`config.mk`:
```
export PLATFORM = sky130hd
export DESIGN_NAME = alu_share_arbiter
export DESIGN_NICKNAME = d
export VERILOG_FILES = /design/src/rtl/alu_share_pkg.sv /design/src/rtl/rr_arbiter.sv /design/src/rtl/alu_share_arbiter.sv
export SDC_FILE = /design/constraint.sdc
export NUM_CORES = 1
export LEC_CHECK = 0
export ABC_AREA = 1
export CAP_MARGIN = 20
export CORE_ASPECT_RATIO = 0.7
export CORE_MARGIN = 2
export CORE_UTILIZATION = 36
export CTS_BUF_LIST = sky130_fd_sc_hd__clkbuf_4
export CTS_CLUSTER_DIAMETER = 150
export DETAILED_ROUTE_END_ITERATION = 7
export PLACE_DENSITY = 0.89
export SLEW_MARGIN = 20
export SYNTH_ARGS = -nofsm -noshare
export SYNTH_HDL_FRONTEND = slang
export SYNTH_SLANG_ARGS = --single-unit
```
`constraint.sdc`:
```
create_clock -name clk -period 2.65 [get_ports clk]
set_input_delay 0.795 -clock clk [delete_from_list [all_inputs] [get_ports clk]]
set_output_delay 0.795 -clock clk [all_outputs]
set_load 0.1 [all_outputs]
```
`src/rtl/alu_share_pkg.sv`:
```
// Shared types and helpers for the ALU sharing arbiter.
// Holds the FSM state encoding, default datapath widths and the requester-id width.
package alu_share_pkg;

  localparam int DATA_W_DEF = 16;
  localparam int CTRL_W_DEF = 2;

  typedef enum logic [1:0] {
    IDLE = 2'd0,
    EXEC = 2'd1,
    RESP = 2'd2
  } state_t;

  // Width of an encoded requester index; never narrower than one bit.
  function automatic int id_w(input int n);
    return (n <= 2) ? 1 : $clog2(n);
  endfunction

endpackage

```
`src/rtl/rr_arbiter.sv`:
```
// Combinational round-robin arbiter: searches upward from ptr with wraparound.
// Produces a one-hot grant (gated by en) and the encoded winning index.
module rr_arbiter
  import alu_share_pkg::*;
#(
  parameter int N = 4,
  localparam int IW = id_w(N)
) (
  input  logic [N-1:0]  req,
  input  logic          en,
  input  logic [IW-1:0] ptr,
  output logic [N-1:0]  grant,
  output logic [IW-1:0] grant_idx
);

  logic [N-1:0]  upper;
  logic          found_hi;
  logic          found_lo;
  logic [IW-1:0] idx_hi;
  logic [IW-1:0] idx_lo;

  // Requests at or above the pointer win over the wrapped-around ones.
  generate
    for (genvar gi = 0; gi < N; gi++) begin : g_mask
      assign upper[gi] = req[gi] && (IW'(gi) >= ptr);
    end
  endgenerate

  always_comb begin
    found_hi = 1'b0;
    found_lo = 1'b0;
    idx_hi   = '0;
    idx_lo   = '0;
    // Descending scan so the lowest matching index is the last one written.
    for (int i = N - 1; i >= 0; i--) begin
      if (upper[i]) begin
        found_hi = 1'b1;
        idx_hi   = IW'(i);
      end
      if (req[i]) begin
        found_lo = 1'b1;
        idx_lo   = IW'(i);
      end
    end
  end

  assign grant_idx = found_hi ? idx_hi : idx_lo;

  generate
    for (genvar gi = 0; gi < N; gi++) begin : g_grant
      assign grant[gi] = en && found_lo && (grant_idx == IW'(gi));
    end
  endgenerate

endmodule

```
`src/rtl/alu_share_arbiter.sv`:
```
// Time-shares one ALU among NUM_REQ requesters, one operation at a time,
// with round-robin grants and a single ID-tagged response port.
module alu_share_arbiter
  import alu_share_pkg::*;
#(
  parameter int NUM_REQ = 4,
  parameter int ALU_LAT = 1,
  parameter int DATA_W  = DATA_W_DEF,
  parameter int CTRL_W  = CTRL_W_DEF,
  localparam int ID_W   = id_w(NUM_REQ)
) (
  input  logic                        clk,
  input  logic                        rst,
  input  logic [NUM_REQ-1:0]          req_valid,
  output logic [NUM_REQ-1:0]          req_ready,
  input  logic [NUM_REQ*DATA_W-1:0]   req_a,
  input  logic [NUM_REQ*DATA_W-1:0]   req_b,
  input  logic [NUM_REQ*CTRL_W-1:0]   req_ctrl,
  output logic [DATA_W-1:0]           alu_a,
  output logic [DATA_W-1:0]           alu_b,
  output logic [CTRL_W-1:0]           alu_ctrl,
  input  logic [DATA_W-1:0]           alu_out,
  output logic                        rsp_valid,
  input  logic                        rsp_ready,
  output logic [ID_W-1:0]             rsp_id,
  output logic [DATA_W-1:0]           rsp_data,
  output logic                        busy
);

  localparam int LAT_W = 3;
  localparam logic [LAT_W-1:0] LAT_INIT = LAT_W'(ALU_LAT);

  state_t              state_reg;
  state_t              state_next;
  logic [ID_W-1:0]     ptr_reg;
  logic [LAT_W-1:0]    lat_cnt_reg;
  logic [DATA_W-1:0]   op_a_reg;
  logic [DATA_W-1:0]   op_b_reg;
  logic [CTRL_W-1:0]   op_ctrl_reg;
  logic [ID_W-1:0]     op_id_reg;
  logic [DATA_W-1:0]   rsp_data_reg;

  logic [NUM_REQ-1:0]  grant;
  logic [ID_W-1:0]     grant_idx;
  logic                arb_en;
  logic                accept;
  logic                capture_rsp;

  logic [DATA_W-1:0]   a_arr    [NUM_REQ];
  logic [DATA_W-1:0]   b_arr    [NUM_REQ];
  logic [CTRL_W-1:0]   ctrl_arr [NUM_REQ];

  generate
    for (genvar gi = 0; gi < NUM_REQ; gi++) begin : g_unpack
      assign a_arr[gi]    = req_a[gi*DATA_W +: DATA_W];
      assign b_arr[gi]    = req_b[gi*DATA_W +: DATA_W];
      assign ctrl_arr[gi] = req_ctrl[gi*CTRL_W +: CTRL_W];
    end
  endgenerate

  // Grants are suppressed while reset is asserted so req_ready reads zero.
  assign arb_en = (state_reg == IDLE) && !rst;

  rr_arbiter #(
    .N(NUM_REQ)
  ) u_arb (
    .req       (req_valid),
    .en        (arb_en),
    .ptr       (ptr_reg),
    .grant     (grant),
    .grant_idx (grant_idx)
  );

  assign accept = |grant;

  always_comb begin
    state_next  = state_reg;
    capture_rsp = 1'b0;
    case (state_reg)
      IDLE: begin
        if (accept) state_next = EXEC;
      end
      EXEC: begin
        if (lat_cnt_reg == '0) begin
          state_next  = RESP;
          capture_rsp = 1'b1;
        end
      end
      RESP: begin
        if (rsp_ready) state_next = IDLE;
      end
      default: state_next = IDLE;
    endcase
  end

  always_ff @(posedge clk) begin
    if (rst) state_reg <= IDLE;
    else     state_reg <= state_next;
  end

  always_ff @(posedge clk) begin
    if (rst) begin
      ptr_reg      <= '0;
      lat_cnt_reg  <= '0;
      op_a_reg     <= '0;
      op_b_reg     <= '0;
      op_ctrl_reg  <= '0;
      op_id_reg    <= '0;
      rsp_data_reg <= '0;
    end else begin
      if (accept) begin
        op_a_reg    <= a_arr[grant_idx];
        op_b_reg    <= b_arr[grant_idx];
        op_ctrl_reg <= ctrl_arr[grant_idx];
        op_id_reg   <= grant_idx;
        lat_cnt_reg <= LAT_INIT;
        ptr_reg     <= (grant_idx == ID_W'(NUM_REQ - 1)) ? '0 : grant_idx + ID_W'(1);
      end else if (state_reg == EXEC && lat_cnt_reg != '0) begin
        lat_cnt_reg <= lat_cnt_reg - LAT_W'(1);
      end
      if (capture_rsp) rsp_data_reg <= alu_out;
    end
  end

  assign req_ready = grant;
  assign alu_a     = op_a_reg;
  assign alu_b     = op_b_reg;
  assign alu_ctrl  = op_ctrl_reg;
  assign rsp_valid = (state_reg == RESP);
  assign rsp_id    = op_id_reg;
  assign rsp_data  = rsp_data_reg;
  assign busy      = (state_reg != IDLE);

endmodule
```
==> flow_summary.yaml <==
synth:
  synth.distinct_cells: 23
  muxShareOfSynthArea_pct: 0
  synthAdderAreaFrac_pct: 0.9921
  post-synth-top-area-cell: "dfxtp_1"
  synth_xor_area_share_pct: 0.2315
  syn_nets: 807
  syn_inst: 645
  yosys_warnings: 0
  synth_top_family_by_area: "simple AND/OR/NAND/NOR gates"
  synthTopCellsByArea: "dfxtp_1 31%, nand2_1 28%, nand3_1 11%, nand3b_1 6.7%, inv_1 5.6%"
  ys_seq_area_share_pct: 31.22
  synth-simple-area-share_pct: 52.68
  avgSynthCellArea_sq_um: 5.866
  synth.top_cell.area_share_pct: 31.22
  ys_ff_latch: 59
  synth_area_sq_um: 3784
  synth_compound_area_share_pct: 3.274
power_and_ir_drop:
  p_clk_share_pct: 7.4
  leakage_nw: 3.230
  power_frac_seq_pct: 18.3
  internal_power_mw: 3.246
  power_frac_comb_pct: 74.3
  switching_power_mw: 5.076
  switching_share_pct: 61.00
  p_per_area_nw_per_um2: 1290
  irDropWorstVdd_v: 0.0005518
clock_tree:
  cts_tree: "yes"
  clkSinkCount: 59
  ctsHtreeMaxLevel: 3
  clockBufferDepth: 2
  clk_root_buffer_cell: "clkbuf_4"
  hold_buffers: 0
  cts_buffers: 9
  cts.clk_slew.worst_paths_ns: 0.10
  clk_latency_ns: 0.39
critical_path:
  worstSetupPathType: "input port to output pin"
  slowest_stage: "buf_12"
  cpPeakStageDelay_ns: 0.18
  path_cells: "buf_12 > inv_12 > nor2_4 > a21oi_4 > nand3_4 > nand2_8 > ha_4 > inv_2 > nor2_4 > buf_12"
  cp.arrival_ns: 1.90
  cp-end-kind: "output pin"
  start_kind: "input port"
  worstPathRequired_ns: 1.86
  path_max_fanout: 4
timing:
  final-max-slew-violation-count: 0
  hold_viol: 0
  worst_slack_ns: -0.04840
  max_slew_margin_pct: 55.74
  skew_ns: 0.01064
  setup_violations: 3
  finalCritPeriodShare_pct: 101.8
  max_freq_mhz: 370.6
  whs_ns: 0.4505
  worst_slew_pin_slew_ns: 0.6638
  period_needed_ns: 2.698
  rsz0062_at_grt: "yes"
placement:
  placed_cells: 982
  port-buffer-count: 216
  finalWeightedCongestion: 0.8601
  hpwl_microns: 9737
drt:
  drtIter0Drc: 219
  drt_pass1_iterations: 4
  ant_nets: 0
  wirelength_microns: 13420
  post_drt_wl_per_cell_microns: 13.31
  vias: 4759
  drc: 0
  drt-vias-per-instance: 4.721
final_layout:
  antennaDiodeCount: 0
  fin_nets: 1033
  layout_commonest_cell: "nand2_1"
  drive_gt1_share_pct: 17.01
  instances_no_fill: 1008
  mostFrequentLayoutCells: "275 x nand2_1, 153 x clkdlybuf4s50_1, 86 x buf_4"
  area_growth_pct: 70.47
floorplan:
  die_w_microns: 126.5
  die_h_microns: 89.78
  dieArea_sq_um: 11360
  num_io_pins: 217
  initial_core_util_pct: 36.81
  fp-row-count: 31
  core_sq_um: 10280
grt:
  globalRouteOverflowTotal: 0
  grt_max_degree: 64
  busiest_layer: "met2"
  grt_pass1_vias: 4533
  grt_usage_pct: 22.80
  antenna_found_initial: 0
  grt_use_met2_pct: 38.86
  grt_use_met3_pct: 6.845
  grt_use_met1_pct: 28.00
  grt_pass1_wl_microns: 21310
run_status:
  failed_checks: "setup timing"
  outcome: "finished with violations"
flow_run:
  cap_violations: 0
hold_path:
  hold_path_class: "flip-flop to flip-flop"
==> repair_timing <==
item,4_1_cts,5_1_grt
buffers inserted,5,6
resized for setup,34,25
endpoints found under the setup margin,43,4
cloned,0,0
pin swaps,8,12
==> routing by layer <==
metal	vias to the layer above	part of all wire [%]
met5	-	0
met4	0	1.6
met3	19	9.7
met2	198	47
met1	2096	41
li1	2446	-
==> power groups by stage <==
stage	registers, mW	clock network [mW]	logic (mW)
floorplan	3.96	0	2.17
global placement	1.50	0	5.98
detailed placement	1.52	0	6.04
CTS	1.51	0.635	6.10
global route	1.57	0.674	6.62
finish	1.52	0.614	6.18
==> final timing paths <==
| kind | from | to | slack (ns) | cells past startpoint |
|---|---|---|---|---|
| worst max-delay path | req_valid[1] | req_ready[3] | -0.05 | 10 |
| worst min-delay path | alu_b[12] | alu_b[12] | 0.45 | 2 |
| worst max register to register | ptr_reg[1] | lat_cnt_reg[2] | 0.40 | 13 |
| worst min register to register | alu_b[12] | alu_b[12] | 0.45 | 2 |
==> critical path: cells and delay by family <==
family	cells	cell delay (ns)
buf+inv	4	0.38
fa+ha+maj	1	0.14
simple gates	4	0.41
compound gates	1	0.17
==> cell usage after synthesis <==
library cell,n
nand2_4,1
nor2_2,3
ha_1,3
o21ai_0,20
inv_1,56
a21oi_1,3
a21oi_2,1
buf_4,8
buf_6,2
xor2_1,1
buf_1,6
nand3_1,80
dfxtp_1,59
nor3_1,2
nor2_4,2
nand2_1,280
buf_2,15
nand2_2,2
inv_2,5
nor2_1,53
nand4_2,1
clkbuf_1,8
nand3b_1,34
==> metrics by stage <==
stage	instance area (sq um)	util, %	TNS [ns]	total power [mW]	setup WS (ns)
2_1_floorplan	3905	-	-6.981	6.130	-0.4181
3_3_place_gp	6120	59.54	-19.43	7.483	-0.5640
3_5_place_dp	6120	59.54	-22.58	7.563	-0.6200
4_1_cts	6316	61.45	-0.1770	8.241	-0.1041
5_1_grt	6450	62.75	-0.2799	8.864	-0.09205
6_report	6450	62.75	-0.1043	8.322	-0.04840
==> logic make-up after synthesis <==
kind of cell	after synthesis
compound gates	24
simple gates	458
flops	59
buf+inv	100
fa+ha+maj	3
xor+xnor	1
==> cell type report <==
class | count | area [sq um]
tap | 132 | 165.2
inverter | 61 | 260.3
clock buffer | 9 | 67.56
sequential | 59 | 1186
fill | 933 | 3829
clock inverter | 7 | 58.81
multi-input combinational | 486 | 2306
timing repair buffer | 254 | 2406
Power figures use the tool's default switching activity.
